File: src/rtl/cpu_mem_pkg.sv
// Shared types and defaults for the unified instruction/data memory port arbiter.
package cpu_mem_pkg;

  localparam int DEF_ADDR_W      = 32;
  localparam int DEF_DATA_W      = 32;
  localparam int DEF_MEM_LATENCY = 2;

  typedef enum logic [1:0] {
    IDLE  = 2'd0,
    ISSUE = 2'd1,
    WAIT  = 2'd2,
    RESP  = 2'd3
  } arb_state_t;

  typedef enum logic {
    OWN_IF  = 1'b0,
    OWN_MEM = 1'b1
  } owner_t;

endpackage

File: src/rtl/mem_port_arbiter_if.sv
// Bus bundle between the IF/MEM stages, the arbiter and the single-port memory.
interface mem_port_arbiter_if
  import cpu_mem_pkg::*;
#(
  parameter int ADDR_W = DEF_ADDR_W,
  parameter int DATA_W = DEF_DATA_W
);

  logic              i_req;
  logic [ADDR_W-1:0] i_addr;
  logic              i_ack;
  logic [DATA_W-1:0] i_rdata;
  logic              i_stall;

  logic              d_req;
  logic              d_we;
  logic [ADDR_W-1:0] d_addr;
  logic [DATA_W-1:0] d_wdata;
  logic              d_ack;
  logic [DATA_W-1:0] d_rdata;
  logic              d_stall;

  logic              mem_en;
  logic              mem_we;
  logic [ADDR_W-1:0] mem_addr;
  logic [DATA_W-1:0] mem_wdata;
  logic [DATA_W-1:0] mem_rdata;

  logic              busy;

  // The arbiter side.
  modport slave (
    input  i_req, i_addr, d_req, d_we, d_addr, d_wdata, mem_rdata,
    output i_ack, i_rdata, i_stall, d_ack, d_rdata, d_stall,
           mem_en, mem_we, mem_addr, mem_wdata, busy
  );

  // The pipeline stages and memory as seen from outside the arbiter.
  modport master (
    output i_req, i_addr, d_req, d_we, d_addr, d_wdata, mem_rdata,
    input  i_ack, i_rdata, i_stall, d_ack, d_rdata, d_stall,
           mem_en, mem_we, mem_addr, mem_wdata, busy
  );

endinterface

File: src/rtl/mem_port_arbiter_rr_arb2.sv
// Two-way round-robin pick between the fetch and data requesters.
module rr_arb2
  import cpu_mem_pkg::*;
(
  input  logic   clk,
  input  logic   rst,
  input  logic   req_if,
  input  logic   req_mem,
  input  logic   take,
  output logic   valid,
  output owner_t owner
);

  owner_t last_grant;

  // NOTE: every output gets a default first so no path leaves it unassigned (no latch).
  always_comb begin
    valid = req_if | req_mem;
    owner = OWN_IF;
    if (req_if && req_mem) begin
      owner = (last_grant == OWN_IF) ? OWN_MEM : OWN_IF;
    end else if (req_mem) begin
      owner = OWN_MEM;
    end
  end

  always_ff @(posedge clk) begin
    if (rst) begin
      last_grant <= OWN_IF;
    end else if (take) begin
      last_grant <= owner;
    end
  end

endmodule

File: src/rtl/mem_port_arbiter.sv
// Sequences IF fetches and MEM loads/stores onto one fixed-latency memory port.
module mem_port_arbiter
  import cpu_mem_pkg::*;
#(
  parameter int ADDR_W      = DEF_ADDR_W,
  parameter int DATA_W      = DEF_DATA_W,
  parameter int MEM_LATENCY = DEF_MEM_LATENCY
) (
  input logic               clk,
  input logic               rst,
  mem_port_arbiter_if.slave bus
);

  localparam int CNT_W = $clog2(MEM_LATENCY + 1);

  arb_state_t       state;
  owner_t           owner;
  logic [CNT_W-1:0] cnt;

  logic   grant_valid;
  owner_t grant_owner;
  logic   grant_take;

  // RESP is excluded so a requester still holding req during its ack is not re-granted.
  assign grant_take = (state == IDLE) && grant_valid;

  rr_arb2 u_rr_arb2 (
    .clk     (clk),
    .rst     (rst),
    .req_if  (bus.i_req),
    .req_mem (bus.d_req),
    .take    (grant_take),
    .valid   (grant_valid),
    .owner   (grant_owner)
  );

  assign bus.i_stall = bus.i_req & ~bus.i_ack;
  assign bus.d_stall = bus.d_req & ~bus.d_ack;
  assign bus.busy    = (state != IDLE);

  // NOTE: sequential state uses non-blocking assignments so every register sees pre-edge values.
  always_ff @(posedge clk) begin
    if (rst) begin
      state         <= IDLE;
      owner         <= OWN_IF;
      cnt           <= '0;
      bus.i_ack     <= 1'b0;
      bus.d_ack     <= 1'b0;
      bus.i_rdata   <= '0;
      bus.d_rdata   <= '0;
      bus.mem_en    <= 1'b0;
      bus.mem_we    <= 1'b0;
      bus.mem_addr  <= '0;
      bus.mem_wdata <= '0;
    end else begin
      bus.i_ack  <= 1'b0;
      bus.d_ack  <= 1'b0;
      bus.mem_en <= 1'b0;
      case (state)
        IDLE: begin
          if (grant_valid) begin
            owner      <= grant_owner;
            bus.mem_en <= 1'b1;
            state      <= ISSUE;
            if (grant_owner == OWN_IF) begin
              bus.mem_addr  <= bus.i_addr;
              bus.mem_we    <= 1'b0;
              bus.mem_wdata <= '0;
            end else begin
              bus.mem_addr  <= bus.d_addr;
              bus.mem_we    <= bus.d_we;
              bus.mem_wdata <= bus.d_wdata;
            end
          end
        end
        ISSUE: begin
          cnt   <= CNT_W'(MEM_LATENCY);
          state <= WAIT;
        end
        WAIT: begin
          cnt <= cnt - 1'b1;
          // mem_rdata is valid in the cycle where cnt reads 1; acks are raised on entry to RESP.
          if (cnt == CNT_W'(1)) begin
            state <= RESP;
            if (owner == OWN_IF) begin
              bus.i_rdata <= bus.mem_rdata;
              bus.i_ack   <= 1'b1;
            end else begin
              bus.d_rdata <= bus.mem_we ? '0 : bus.mem_rdata;
              bus.d_ack   <= 1'b1;
            end
          end
        end
        RESP: begin
          state <= IDLE;
        end
        default: begin
          state <= IDLE;
        end
      endcase
    end
  end

endmodule

File: src/flat_wrapper.sv
// flat-port wrapper written by rule: the top's interface ports become plain ports
module mem_port_arbiter_flat import cpu_mem_pkg::*;
#(
  parameter int ADDR_W      = DEF_ADDR_W,
  parameter int DATA_W      = DEF_DATA_W,
  parameter int MEM_LATENCY = DEF_MEM_LATENCY
)
  (clk, rst, bus_i_req, bus_i_addr, bus_d_req, bus_d_we, bus_d_addr, bus_d_wdata, bus_mem_rdata, bus_i_ack, bus_i_rdata, bus_i_stall, bus_d_ack, bus_d_rdata, bus_d_stall, bus_mem_en, bus_mem_we, bus_mem_addr, bus_mem_wdata, bus_busy);
  mem_port_arbiter_if #(.ADDR_W(ADDR_W), .DATA_W(DATA_W)) bus_i ();
  input logic clk;
  input logic rst;
  input wire logic [$bits(bus_i.i_req)-1:0] bus_i_req;
  input wire logic [$bits(bus_i.i_addr)-1:0] bus_i_addr;
  input wire logic [$bits(bus_i.d_req)-1:0] bus_d_req;
  input wire logic [$bits(bus_i.d_we)-1:0] bus_d_we;
  input wire logic [$bits(bus_i.d_addr)-1:0] bus_d_addr;
  input wire logic [$bits(bus_i.d_wdata)-1:0] bus_d_wdata;
  input wire logic [$bits(bus_i.mem_rdata)-1:0] bus_mem_rdata;
  output wire logic [$bits(bus_i.i_ack)-1:0] bus_i_ack;
  output wire logic [$bits(bus_i.i_rdata)-1:0] bus_i_rdata;
  output wire logic [$bits(bus_i.i_stall)-1:0] bus_i_stall;
  output wire logic [$bits(bus_i.d_ack)-1:0] bus_d_ack;
  output wire logic [$bits(bus_i.d_rdata)-1:0] bus_d_rdata;
  output wire logic [$bits(bus_i.d_stall)-1:0] bus_d_stall;
  output wire logic [$bits(bus_i.mem_en)-1:0] bus_mem_en;
  output wire logic [$bits(bus_i.mem_we)-1:0] bus_mem_we;
  output wire logic [$bits(bus_i.mem_addr)-1:0] bus_mem_addr;
  output wire logic [$bits(bus_i.mem_wdata)-1:0] bus_mem_wdata;
  output wire logic [$bits(bus_i.busy)-1:0] bus_busy;
  assign bus_i.i_req = bus_i_req;
  assign bus_i.i_addr = bus_i_addr;
  assign bus_i.d_req = bus_d_req;
  assign bus_i.d_we = bus_d_we;
  assign bus_i.d_addr = bus_d_addr;
  assign bus_i.d_wdata = bus_d_wdata;
  assign bus_i.mem_rdata = bus_mem_rdata;
  assign bus_i_ack = bus_i.i_ack;
  assign bus_i_rdata = bus_i.i_rdata;
  assign bus_i_stall = bus_i.i_stall;
  assign bus_d_ack = bus_i.d_ack;
  assign bus_d_rdata = bus_i.d_rdata;
  assign bus_d_stall = bus_i.d_stall;
  assign bus_mem_en = bus_i.mem_en;
  assign bus_mem_we = bus_i.mem_we;
  assign bus_mem_addr = bus_i.mem_addr;
  assign bus_mem_wdata = bus_i.mem_wdata;
  assign bus_busy = bus_i.busy;
  mem_port_arbiter #(.ADDR_W(ADDR_W), .DATA_W(DATA_W), .MEM_LATENCY(MEM_LATENCY)) u_core (.clk(clk), .rst(rst), .bus(bus_i));
endmodule
File: config.mk
export PLATFORM = sky130hd
export DESIGN_NAME = mem_port_arbiter_flat
export DESIGN_NICKNAME = d
export VERILOG_FILES = /design/src/rtl/cpu_mem_pkg.sv /design/src/rtl/mem_port_arbiter_if.sv /design/src/rtl/mem_port_arbiter_rr_arb2.sv /design/src/rtl/mem_port_arbiter.sv /design/src/flat_wrapper.sv
export SDC_FILE = /design/constraint.sdc
export NUM_CORES = 1
export LEC_CHECK = 0
export ABC_AREA = 1
export BUFFER_PORTS_ARGS = -buffer_cell sky130_fd_sc_hd__buf_2
export CORE_MARGIN = 2
export CORE_UTILIZATION = 35
export CTS_CLUSTER_DIAMETER = 100
export DETAILED_ROUTE_END_ITERATION = 16
export GPL_ROUTABILITY_DRIVEN = 0
export PLACE_DENSITY = 0.63
export SLEW_MARGIN = 25
export SYNTH_ARGS = -nofsm -noshare
export SYNTH_HDL_FRONTEND = slang
export SYNTH_SLANG_ARGS = --single-unit
File: constraint.sdc
create_clock -name clk -period 1.4 [get_ports clk]
set_clock_uncertainty 0.15 [all_clocks]
set_input_delay 0.14 -clock clk [delete_from_list [all_inputs] [get_ports clk]]
set_output_delay 0.14 -clock clk [all_outputs]
set_load 0.05 [all_outputs]
# Word level (Yosys, flattened, before mapping)
# Index checks and enable logic that the tools add are counted.
dict set report totals {
  regBits 138
  latchBits 0
  ramBits 0
  romBits 0
  out_inout_bits 135
  wordCells 53
  mem_count 0
}
dict set report op_classes {
  addsub 1
  multipliers 0
  div_mod_pow 0
  magnitude_cmp 0
  eq_ne 6
  shifts 0
  n_mux 14
  n_bitwise 9
  n_reduce_logical 11
}
# op count
set ops {}
lappend ops {{32-bit 2-to-1 mux} 3}
lappend ops {{2-bit case mux with 4 select lines} 1}
lappend ops {{1-bit 2-to-1 mux} 7}
lappend ops {{1-bit inverter} 6}
lappend ops {{3-bit AND reduction} 2}
lappend ops {{2-bit by 1-bit equality test with 1-bit output (second input constant)} 2}
lappend ops {{2-bit equality test (second input constant)} 2}
lappend ops {{2-bit 2-to-1 mux} 2}
lappend ops {{2-bit by 1-bit inequality test with 1-bit output (second input constant)} 2}
lappend ops {{2-bit case mux with 2 select lines} 1}
lappend ops {{2-bit AND reduction} 2}
lappend ops {{2-bit nonzero test} 2}
lappend ops {{3-bit OR reduction} 1}
lappend ops {{1-bit AND} 2}
lappend ops {{1-bit logical AND} 2}
lappend ops {{2-bit logical NOT} 1}
lappend ops {{2-bit OR reduction} 1}
lappend ops {{2-bit by 1-bit subtractor with 2-bit output (second input constant)} 1}
lappend ops {{1-bit bitwise OR} 1}

# Longest topological paths before layout
# Gate-level depths: netlist of run 1.
dict set report depth {
  depth_word 3
  depth_mapped 9
}

# Cells and area by module
# From an unflattened synthesis of run 1, not the netlist that was laid out.
dict set report hier_totals {
  cells_unflattened 909
  hier_area_um2 6044.5
}
# module n_inst cells_per_inst area_each_um2
set by_module_without_submodules {}
lappend by_module_without_submodules {mem_port_arbiter 1 899 5988.2}
lappend by_module_without_submodules {rr_arb2 1 10 56.3}

# Worst setup path before layout of run 1
# OpenSTA, ideal clock, no wires.
dict set report synth_path {
  path_type {register to register}
  start {register u_core.state[0]}
  end {register u_core.bus.mem_addr[13] in the netlist's numbering}
  arrival_time_ns 1.471
  t_required_ns 1.138
  path_slack_ns -0.333
  path_stages_with_launch 10
  n_path_buf 2
  path_cell_list {dfxtp_1 inv_1 ha_1 buf_4 inv_1 nor2_4 buf_2 nand2_1 nor2_1 nor2_1}
}
dict set report synth_via {
  elab_chain_len 2
}
# element line
set synth_lines {}
lappend synth_lines {{from (decl)} mem_port_arbiter.sv:16} ;# arb_state_t state;
lappend synth_lines {{from (signal assigned)} mem_port_arbiter.sv:44} ;# state <= IDLE;
lappend synth_lines {{from (signal assigned)} mem_port_arbiter.sv:64} ;# state <= ISSUE;
lappend synth_lines {{from (signal assigned)} mem_port_arbiter.sv:78} ;# state <= WAIT;
lappend synth_lines {{2-bit logical NOT} mem_port_arbiter.sv:59} ;# case (state)
lappend synth_lines {{2-bit AND reduction (no line)} -}
lappend synth_lines {{to (signal assigned)} mem_port_arbiter.sv:66} ;# bus.mem_addr <= bus.i_addr;
lappend synth_lines {{to (signal assigned)} mem_port_arbiter.sv:70} ;# bus.mem_addr <= bus.d_addr;
lappend synth_lines {{to (decl)} mem_port_arbiter_if.sv:35} ;# mem_en, mem_we, mem_addr, mem_wdata, busy
# No other way between the ends.
# A chain may end at the register's enable or synchronous reset.

# Worst setup path after layout of run 1
dict set report layout_path {
  start {register u_core.state[1]}
  end {output port bus_busy}
}
dict set report layout_via {
  elab_chain_len 1
}
# element line
set layout_lines {}
lappend layout_lines {{2-bit nonzero test} mem_port_arbiter.sv:39} ;# assign bus.busy = (state != IDLE);
lappend layout_lines {{to (decl)} flat_wrapper.sv:29} ;# output wire logic [$bits(bus_i.busy)-1:0] bus_busy;
# No other way between the ends.

==> results.py, run 1 <==
metrics = {
    "global_routing": {
        "antenna_found_initial": 0,
        "grt_max_degree": 95,
        "grt_pass1_vias": 6718,
        "grt_pass1_wl_um": 34020,
        "grtUsageTotal_pct": 23.58,
        "gr-total-overflow": 0,
    },
    "setup_path": {
        "crit_fanout": 2,
        "worst_ep_arrival_time_ns": 1.35,
        "end_kind": "output port",
        "reg2regPathDepth": 8,
        "rrSetupSlack_ns": -0.24,
        "crit_type": "register to output port",
        "r2r_end": "u_core.bus.mem_wdata[14]$_SDFFE_PP0P_",
        "cp.required_ns": 1.11,
        "critPathLaunchType": "register",
        "r2r-start": "u_core.state[1]$_SDFFE_PP0P_",
    },
    "timing": {
        "fin_crit_ns": 1.645,
        "finalCritPeriodShare_pct": 117.5,
        "setup_slack_ns": -0.2445,
        "finalHoldViolations": 0,
        "rsz0062_at_grt": "true",
        "timing.setup.tns_ns": -20.09,
        "maxSlewViolCount": 0,
        "finalSetupViolCount": 132,
        "worst_pin_slew_ns": 0.4785,
        "max_freq_mhz": 608.1,
        "relSlewSlack_pct": 67.98,
    },
    "power_and_ir_drop": {
        "pwr_density_cell_nw_per_um2": 1690,
        "vdd_ir_drop_max_mv": 1.039,
        "power_leakage_nw": 5.141,
    },
    "floorplanning": {
        "die_w_um": 134.8,
        "die_area_um2": 18180,
        "core-area_um2": 16640,
        "row_count": 47,
        "num_io_pins": 268,
        "die_h_um": 134.8,
        "start_util_pct": 36.00,
    },
    "logic_synthesis": {
        "synth_area_um2": 5992,
        "syn_nets": 1002,
        "ys_seq_area_share_pct": 45.77,
        "ys_ff_latch": 137,
        "yosys_warnings": 0,
        "synth_area_per_cell_um2": 6.935,
        "synth.distinct_cells": 24,
        "synthCells": 864,
    },
    "final_layout": {
        "fillers": 1318,
        "diodes": 0,
        "final_nets": 1422,
        "areaGrowthSynthToFinish_pct": 80.96,
        "drive_gt1_share_pct": 39.43,
        "fin_cells": 1516,
        "fin_util_pct": 65.15,
        "stdcell_area_um2": 10840,
    },
    "flow_run": {
        "cap_violations": 0,
    },
    "run_status": {
        "violations": "negative setup slack",
        "status": "finished, violations left",
    },
    "placement": {
        "placedCellCount": 1322,
        "dp_hpwl_um": 13090,
        "postPlaceCellArea_um2": 7769,
        "port-buffer-count": 267,
        "dpl_worst_slack_ns": -0.1260,
    },
    "detailed_routing": {
        "drt_first_pass_iters": 5,
        "totalWireLength_um": 23770,
        "drt-initial-drc-count": 373,
        "antenna_left": 0,
        "drt_drc_violations_left": 0,
        "vias": 7354,
        "routedWlPerCell_um": 15.68,
        "via_per_inst": 4.851,
    },
    "min_path": {
        "hold_path_end": "u_core.state[0]$_SDFFE_PP0P_",
        "whs_path_depth": 5,
        "hold_start": "bus_d_req",
        "min_path_type": "input pin to register",
    },
    "clock_network": {
        "clock-root-buffer": "clkbuf_16",
        "cts_tree": "done",
        "path_clk_slew_ns": 0.06,
        "cts_made_buffers": 17,
        "cts_buffer_depth": 2,
        "h-tree-depth": 4,
        "cts_sinks": 137,
        "clock_latency_ns": 0.43,
    },
}
[layer usage]
layer,wire length (um),global-route usage (%),share of wire (%),vias up
met3,2035,5.743,8.6,46
met1,9575,29.28,40,3345
met5,0,0,0,-
met2,11620,40.10,49,375
met4,537,7.836,2.3,0
li1,-,-,-,3588
[critical path, stage by stage, from the launching register on]
cell	delay [ns]
dfxtp_2	0.32
inv_2	0.07
ha_4	0.15
clkinvlp_4	0.11
buf_6	0.14
buf_12	0.14
[cells in the final DEF, fill, tap and decap left out, types with 33 or more instances in the layout]
master	instances
a21oi_1	35
a21oi_2	34
buf_2	255
dfxtp_1	134
dlygate4sd3_1	129
inv_1	71
nand2_1	154
nand2_2	37
nand3_1	34
nand4_1	33
nor2_1	147
[synthesized netlist by cell type]
master	count	area (um2)
nand2_1	201	754.5
nor2_1	167	626.9
dfxtp_1	137	2743
inv_1	76	285.3
a21oi_1	69	345.3
nand3_1	35	175.2
nand4_1	33	206.5
a21boi_1	31	232.7
clkbuf_1	28	105.1
o21ai_0	28	140.1
buf_2	24	120.1
buf_4	11	82.58
ha_1	5	62.56
o21ai_1	5	25.02
buf_1	3	11.26
inv_2	2	7.510
nor4_1	2	12.51
a21boi_0	1	7.510
a31oi_1	1	6.260
nand2_2	1	6.260
nand3_2	1	10.01
nor2_2	1	6.260
nor2_4	1	11.26
o21ai_2	1	8.760
[layout make-up]
type                            instances  area [um2]  area share [%]
Timing Repair Buffer                  466        3667           33.82
Multi-Input combinational cell        584        3204           29.55
Sequential cell                       137        2746           25.33
Clock buffer                           19       452.9           4.177
Inverter                               78       309.0           2.850
Tap cell                              220       275.3           2.539
Clock inverter                         12       187.7           1.731
[through the flow]
step	total power, mW	hold WS, ns
3_5_place_dp	11.42	0.2479
3_3_place_gp	11.37	0.2416
4_1_cts	17.36	0.06444
6_report	18.33	0.07518
2_1_floorplan	9.566	0.1380
5_1_grt	19.20	0.08719
[how the worst max path moves through the flow]
stage / from / to / cells past startpoint
floorplan: u_core.state[1]$_SDFFE_PP0P_ / u_core.bus.mem_addr[0]$_SDFFE_PP0P_ / 9
global placement: u_core.state[0]$_SDFFE_PP0P_ / u_core.bus.i_rdata[13]$_SDFFE_PP0P_ / 6
detailed placement: u_core.state[0]$_SDFFE_PP0P_ / u_core.bus.mem_wdata[2]$_SDFFE_PP0P_ / 7
CTS: u_core.state[0]$_SDFFE_PP0P_ / bus_busy / 5
global route: u_core.state[0]$_SDFFE_PP0P_ / u_core.bus.mem_wdata[11]$_SDFFE_PP0P_ / 8
finish: u_core.state[1]$_SDFFE_PP0P_ / bus_busy / 5
[cell families after synthesis]
family,synth area share (%)
and+or+nand+nor,30.19
buffers and inverters,10.21
DFF,45.77
AOI/OAI and AO/OA,12.78
adders and majority gates,1.044
[flip-flops by register name (all words and copies together), names as in the netlist]
register and count:
u_core.bus.i_ack 1, u_core.owner 1, u_core.cnt 2, u_core.bus.d_rdata 32
u_core.bus.mem_wdata 32, u_core.state 2, u_core.bus.mem_we 1, u_core.bus.d_ack 1
u_core.bus.mem_addr 32, u_core.bus.mem_en 1, u_core.bus.i_rdata 32
[power breakdown]
| group | internal [mW] | switching [mW] |
|---|---|---|
| combinational | 3.23 | 5.32 |
| clock | 3.09 | 1.80 |
| sequential | 4.52 | 0.354 |
[what timing repair did]
action                                  CTS  global route
gates cloned                              9             7
resized for setup                        90           138
endpoints found under the setup margin  135           136
hold endpoints to repair                129             0
pin swaps                                 3            38
hold buffers                            129             0
setup buffers                            14             4
Note: power is estimated with default switching activity, not from simulation.
==> inputs of run 2 (changes only) <==
--- a/config.mk
+++ b/config.mk
@@ -9,6 +9,7 @@
 export BUFFER_PORTS_ARGS = -buffer_cell sky130_fd_sc_hd__buf_2
 export CORE_MARGIN = 2
 export CORE_UTILIZATION = 35
+export CTS_BUF_LIST = sky130_fd_sc_hd__clkbuf_8
 export CTS_CLUSTER_DIAMETER = 100
 export DETAILED_ROUTE_END_ITERATION = 16
 export GPL_ROUTABILITY_DRIVEN = 0
==> run 2 against run 1 <==
The flow still finishes with violations (negative setup slack). Count of clock-buffer cells in the layout is the same. Sequential share of layout area decreased by 0.54 points. Register-to-register slack worse by 0.05 ns. Via count up 1.4%. Combinational power down 0.7%. Power decreased by 6.8%. Critical path type is now register to register. Largest power group unchanged.
==> results.py, run 2 (synthesized netlist as in run 1, its figures left out) <==
metrics = {
    "run_status": {
        "status": "finished, violations left",
        "violations": "negative setup slack",
    },
    "setup_path": {
        "worst-path-buf-inv": 4,
        "r2r-start": "u_core.state[0]$_SDFFE_PP0P_",
        "crit_chain": "inv_2 > buf_6 > ha_4 > nand3_4 > buf_12 > buf_12 > o21ai_1 > nor2_1",
        "cp.required_ns": 1.59,
        "crit_type": "register to register",
        "critPathMaxStageDelay_ns": 0.33,
        "end_kind": "register",
        "slowest_stage": "dfxtp_2",
        "r2r_end": "u_core.bus.i_rdata[1]$_SDFFE_PP0P_",
        "crit_fanout": 10,
        "reg2regPathDepth": 8,
        "worst_ep_arrival_time_ns": 1.88,
        "cpMostUsedCell": "buf_12",
        "crit_family": "buffers and inverters",
        "rrSetupSlack_ns": -0.29,
        "critPathLaunchType": "register",
    },
    "timing": {
        "relSlewSlack_pct": 68.65,
        "setup_slack_ns": -0.2949,
        "hold_ws_ns": 0.05204,
        "max_freq_mhz": 590.0,
        "finalSetupViolCount": 132,
        "maxSlewViolCount": 0,
        "rsz0062_at_grt": "true",
        "fin_crit_ns": 1.695,
        "finalCritPeriodShare_pct": 121.1,
        "finalHoldViolations": 0,
        "timing.setup.tns_ns": -19.33,
        "worst_pin_slew_ns": 0.4703,
    },
    "floorplanning": {
        "die_h_um": 134.8,
        "die_w_um": 134.8,
        "start_util_pct": 36.00,
        "row_count": 47,
        "die_area_um2": 18180,
        "core-area_um2": 16640,
        "num_io_pins": 268,
    },
    "global_routing": {
        "grt_pass1_vias": 6801,
        "gr-total-overflow": 0,
        "grt_max_degree": 95,
        "grtUsageTotal_pct": 23.99,
        "antenna_found_initial": 0,
        "grt_pass1_wl_um": 34650,
    },
    "power_and_ir_drop": {
        "power_switching_share_pct": 42.55,
        "pwr-share-clk_pct": 21.7,
        "pwr-share-comb_pct": 49.7,
        "vdd_ir_drop_max_mv": 0.9568,
        "net-switching-power_mw": 7.266,
        "power_leakage_nw": 5.327,
        "pwr_density_cell_nw_per_um2": 1540,
        "p_seq_share_pct": 28.6,
        "intPower_mw": 9.812,
    },
    "detailed_routing": {
        "totalWireLength_um": 24300,
        "drt_first_pass_iters": 5,
        "routedWlPerCell_um": 16.06,
        "drt_drc_violations_left": 0,
        "via_per_inst": 4.930,
        "antenna_left": 0,
        "drt-initial-drc-count": 384,
        "vias": 7459,
    },
    "final_layout": {
        "final_nets": 1419,
        "areaGrowthSynthToFinish_pct": 85.07,
        "diodes": 0,
        "final_common_cell": "buf_2",
        "drive_gt1_share_pct": 42.61,
        "fin_util_pct": 66.63,
        "final_cell_mix": "buf_2, nand2_1, nor2_1",
    },
    "placement": {
        "dpl_worst_slack_ns": -0.1260,
        "port-buffer-count": 267,
        "dp_hpwl_um": 13090,
    },
    "clock_network": {
        "cts_buffer_depth": 2,
        "clock-root-buffer": "clkbuf_8",
        "clock_latency_ns": 0.44,
        "h-tree-depth": 4,
        "cts_tree": "done",
        "cts_sinks": 137,
        "path_clk_slew_ns": 0.09,
        "cts_made_buffers": 17,
    },
    "flow_run": {
        "cap_violations": 0,
    },
    "min_path": {
        "whs_path_depth": 4,
        "hold_start": "bus_d_req",
        "hold_path_end": "u_core.owner$_SDFFE_PP0P_",
        "min_path_type": "input pin to register",
    },
}
[run 2: stage by stage]
step	power (mW)	area, um2	cells
floorplan	9.566	6073	864
finish	17.08	11090	1513
global route	17.98	11090	1513
global placement	11.37	7769	1322
CTS	16.48	10160	1513
detailed placement	11.42	7769	1322
[run 2: how the worst max path moves through the flow]
stage                     slack [ns]                         start  cells past startpoint                              endpoint
final                          -0.29  u_core.state[0]$_SDFFE_PP0P_                      8    u_core.bus.i_rdata[1]$_SDFFE_PP0P_
after global routing           -0.31  u_core.state[0]$_SDFFE_PP0P_                      8    u_core.bus.i_rdata[1]$_SDFFE_PP0P_
after CTS                      -0.30  u_core.state[0]$_SDFFE_PP0P_                      5                              bus_busy
after detailed placement       -0.13  u_core.state[0]$_SDFFE_PP0P_                      7  u_core.bus.mem_wdata[2]$_SDFFE_PP0P_
after global placement         -0.10  u_core.state[0]$_SDFFE_PP0P_                      6   u_core.bus.i_rdata[13]$_SDFFE_PP0P_
after floorplan                -0.29  u_core.state[1]$_SDFFE_PP0P_                      9   u_core.bus.mem_addr[0]$_SDFFE_PP0P_
[run 2: area by class of cell]
class	instances	area, um2
clock inverters	12	187.7
multi-input cells	584	3515
repair buffers	463	3787
clock buffers	19	261.5
well taps	220	275.3
flip-flops and latches	137	2749
fillers	1246	5553
inverters	78	314.1
[run 2: what timing repair did]
item                                    4_1_cts  5_1_grt
gates cloned                                 12        3
hold buffers                                129        0
gates resized for setup                      87      326
hold endpoints to repair                    129        0
pin swaps                                     6       34
buffers inserted                             19       13
endpoints found under the setup margin      140      177
[run 2: worst register-to-register path, delay by kind of cell, from the launching register on]
family | cells | cell delay, ns
buffers and inverters | 4 | 0.51
flip-flops | 1 | 0.33
AND/OR/NAND/NOR | 2 | 0.22
AO/OA/AOI/OAI | 1 | 0.21
adder cells (fa/ha/maj) | 1 | 0.17
[run 2: power groups by stage]
stage | Clock [mW] | Combinational (mW) | Sequential [mW]
5_1_grt | 3.95 | 9.06 | 4.96
4_1_cts | 3.78 | 7.86 | 4.84
3_3_place_gp | 0 | 6.46 | 4.90
6_report | 3.70 | 8.49 | 4.89
3_5_place_dp | 0 | 6.51 | 4.92
2_1_floorplan | 0 | 2.74 | 6.83
[run 2: metal layers]
layer	track usage [%]	vias up	part of all wire (%)
li1	-	3568	-
met3	6.532	59	8.5
met4	7.018	0	3.0
met2	40.69	354	49
met5	0	-	0
met1	29.82	3478	40
==> inputs of run 3 (changes only) <==
--- a/config.mk
+++ b/config.mk
@@ -14,6 +14,7 @@
 export DETAILED_ROUTE_END_ITERATION = 16
 export GPL_ROUTABILITY_DRIVEN = 0
 export PLACE_DENSITY = 0.63
+export SKIP_LAST_GASP = 1
 export SLEW_MARGIN = 25
 export SYNTH_ARGS = -nofsm -noshare
 export SYNTH_HDL_FRONTEND = slang
==> run 3 against run 2 <==
The run still ends with negative setup slack left. Largest cell class unchanged. Worst hold slack improved by 0.0059 ns. Core utilization fell by 0.74 points. Fmax is 3.4% higher. Highest routed layer unchanged. Clock power about the same. Critical path type is now register to output port. Critical path depth decreased by 3. Routed wire length fell by 2.2%. Sequential share of layout area rose by 0.27 points. Sequential power hardly changed. Critical endpoint is now bus_busy.
==> results.py, run 3 (synthesized netlist as in run 1, its figures left out) <==
metrics = {
    "timing": {
        "worst_pin_slew_ns": 0.4625,
        "finalHoldViolations": 0,
        "relSlewSlack_pct": 69.16,
        "rsz0062_at_grt": "true",
        "maxSlewViolCount": 0,
        "setup_slack_ns": -0.2391,
        "finalCritPeriodShare_pct": 117.1,
        "finalSetupViolCount": 138,
        "max_freq_mhz": 610.1,
        "timing.setup.tns_ns": -19.14,
        "fin_crit_ns": 1.639,
        "hold_ws_ns": 0.05793,
    },
    "final_layout": {
        "areaGrowthSynthToFinish_pct": 83.02,
        "drive_gt1_share_pct": 41.92,
        "seqCellArea_um2": 2748,
        "final_nets": 1419,
        "multi_input_area_um2": 3460,
        "final_common_cell": "buf_2",
        "final_cell_mix": "buf_2, nand2_1, nor2_1",
        "fillers": 1289,
        "fin_cells": 1513,
        "diodes": 0,
    },
    "global_routing": {
        "grtUsageTotal_pct": 23.87,
        "grt_pass1_wl_um": 34460,
        "grt_pass1_vias": 6765,
        "grt_max_degree": 95,
        "gr-total-overflow": 0,
        "antenna_found_initial": 0,
    },
    "flow_run": {
        "cap_violations": 0,
    },
    "setup_path": {
        "worst_ep_arrival_time_ns": 1.35,
        "slowest_stage": "dfxtp_2",
        "worst-path-buf-inv": 4,
        "end_kind": "output port",
        "cp.required_ns": 1.11,
        "critPathMaxStageDelay_ns": 0.33,
        "crit_chain": "inv_2 > ha_4 > clkinvlp_4 > buf_6 > buf_12",
        "crit_type": "register to output port",
        "crit_family": "buffers and inverters",
        "critPathLaunchType": "register",
        "crit_fanout": 2,
    },
    "floorplanning": {
        "start_util_pct": 36.00,
        "core-area_um2": 16640,
        "die_h_um": 134.8,
        "num_io_pins": 268,
        "row_count": 47,
        "die_w_um": 134.8,
        "die_area_um2": 18180,
    },
    "placement": {
        "placedCellCount": 1322,
        "port-buffer-count": 267,
        "dp_hpwl_um": 13090,
    },
    "power_and_ir_drop": {
        "pwr_density_cell_nw_per_um2": 1548,
        "power_leakage_nw": 5.307,
        "vdd_ir_drop_max_mv": 0.9535,
    },
    "clock_network": {
        "cts_tree": "done",
        "path_clk_slew_ns": 0.08,
        "cts_made_buffers": 17,
        "cts_sinks": 137,
        "cts_buffer_depth": 2,
        "clock_latency_ns": 0.44,
        "clock-root-buffer": "clkbuf_8",
        "h-tree-depth": 4,
    },
    "run_status": {
        "status": "finished, violations left",
        "violations": "negative setup slack",
    },
    "detailed_routing": {
        "totalWireLength_um": 23770,
        "drt-initial-drc-count": 363,
        "routedWlPerCell_um": 15.71,
        "vias": 7388,
        "drt_drc_violations_left": 0,
        "via_per_inst": 4.883,
        "antenna_left": 0,
        "drt_first_pass_iters": 5,
    },
    "min_path": {
        "min_path_type": "input pin to register",
    },
}
## run 3: cell types whose count changed in the layout (fill, tap and decap cells not counted), moves of 3 or more
cell,before,now
a21oi_1,14,17
a21oi_2,55,52
buf_2,198,223
buf_4,47,30
clkbuf_4,35,27
nor2_4,21,18
o21ai_2,17,14
## run 3: worst paths after layout
path / cells after the start / slack (ns) / from / endpoint
min reg2reg: 2 / 0.31 / u_core.bus.mem_wdata[10]$_SDFFE_PP0P_ / u_core.bus.mem_wdata[10]$_SDFFE_PP0P_
min: 4 / 0.06 / bus_d_req / u_core.bus.mem_wdata[3]$_SDFFE_PP0P_
max: 5 / -0.24 / u_core.state[0]$_SDFFE_PP0P_ / bus_busy
max reg2reg: 9 / -0.24 / u_core.state[0]$_SDFFE_PP0P_ / u_core.bus.i_rdata[6]$_SDFFE_PP0P_
## run 3: worst register-to-register path, cell delays in order (launching register included)
cell and delay [ns]:
dfxtp_2 0.34, inv_2 0.05, buf_6 0.12, ha_4 0.18
nand3_4 0.14, clkinv_4 0.12, buf_12 0.15, buf_12 0.15
nor2_4 0.08, nor2_1 0.05
## run 3: timing repair
item	in CTS	in global routing
buffers inserted	19	13
hold buffers	129	0
endpoints found under the hold margin	129	0
gates cloned	12	3
pin swaps	4	36
resized for setup	79	274
endpoints found under the setup margin	140	173
## run 3: metal layers
layer / vias up / track usage (%) / part of all wire (%)
met5: - / 0 / 0
met4: 0 / 6.667 / 1.8
met3: 36 / 6.569 / 8.4
met2: 355 / 40.61 / 49
met1: 3426 / 29.65 / 41
li1: 3571 / - / -
## run 3: cell type report
class / instances / area share (%)
inverter: 78 / 2.864
sequential: 137 / 25.05
multi-input combinational: 584 / 31.55
timing repair buffer: 463 / 33.93
clock inverter: 12 / 1.711
tap: 220 / 2.510
clock buffer: 19 / 2.384
## run 3: power breakdown
| part | switching, mW | internal [mW] |
|---|---|---|
| logic | 5.21 | 3.18 |
| clock network | 1.64 | 2.05 |
| registers | 0.370 | 4.52 |
| total | 7.22 | 9.75 |
## run 3: through the flow
step                util [%]  setup slack [ns]  cell area [um2]  total power [mW]
finish                 65.90           -0.2391            10970             16.98
global route           65.90           -0.3038            10970             17.88
CTS                    60.94           -0.2977            10140             16.47
detailed placement     46.68           -0.1260             7769             11.42
global placement       46.68           -0.1003             7769             11.37
floorplan                  -           -0.2863             6073             9.566
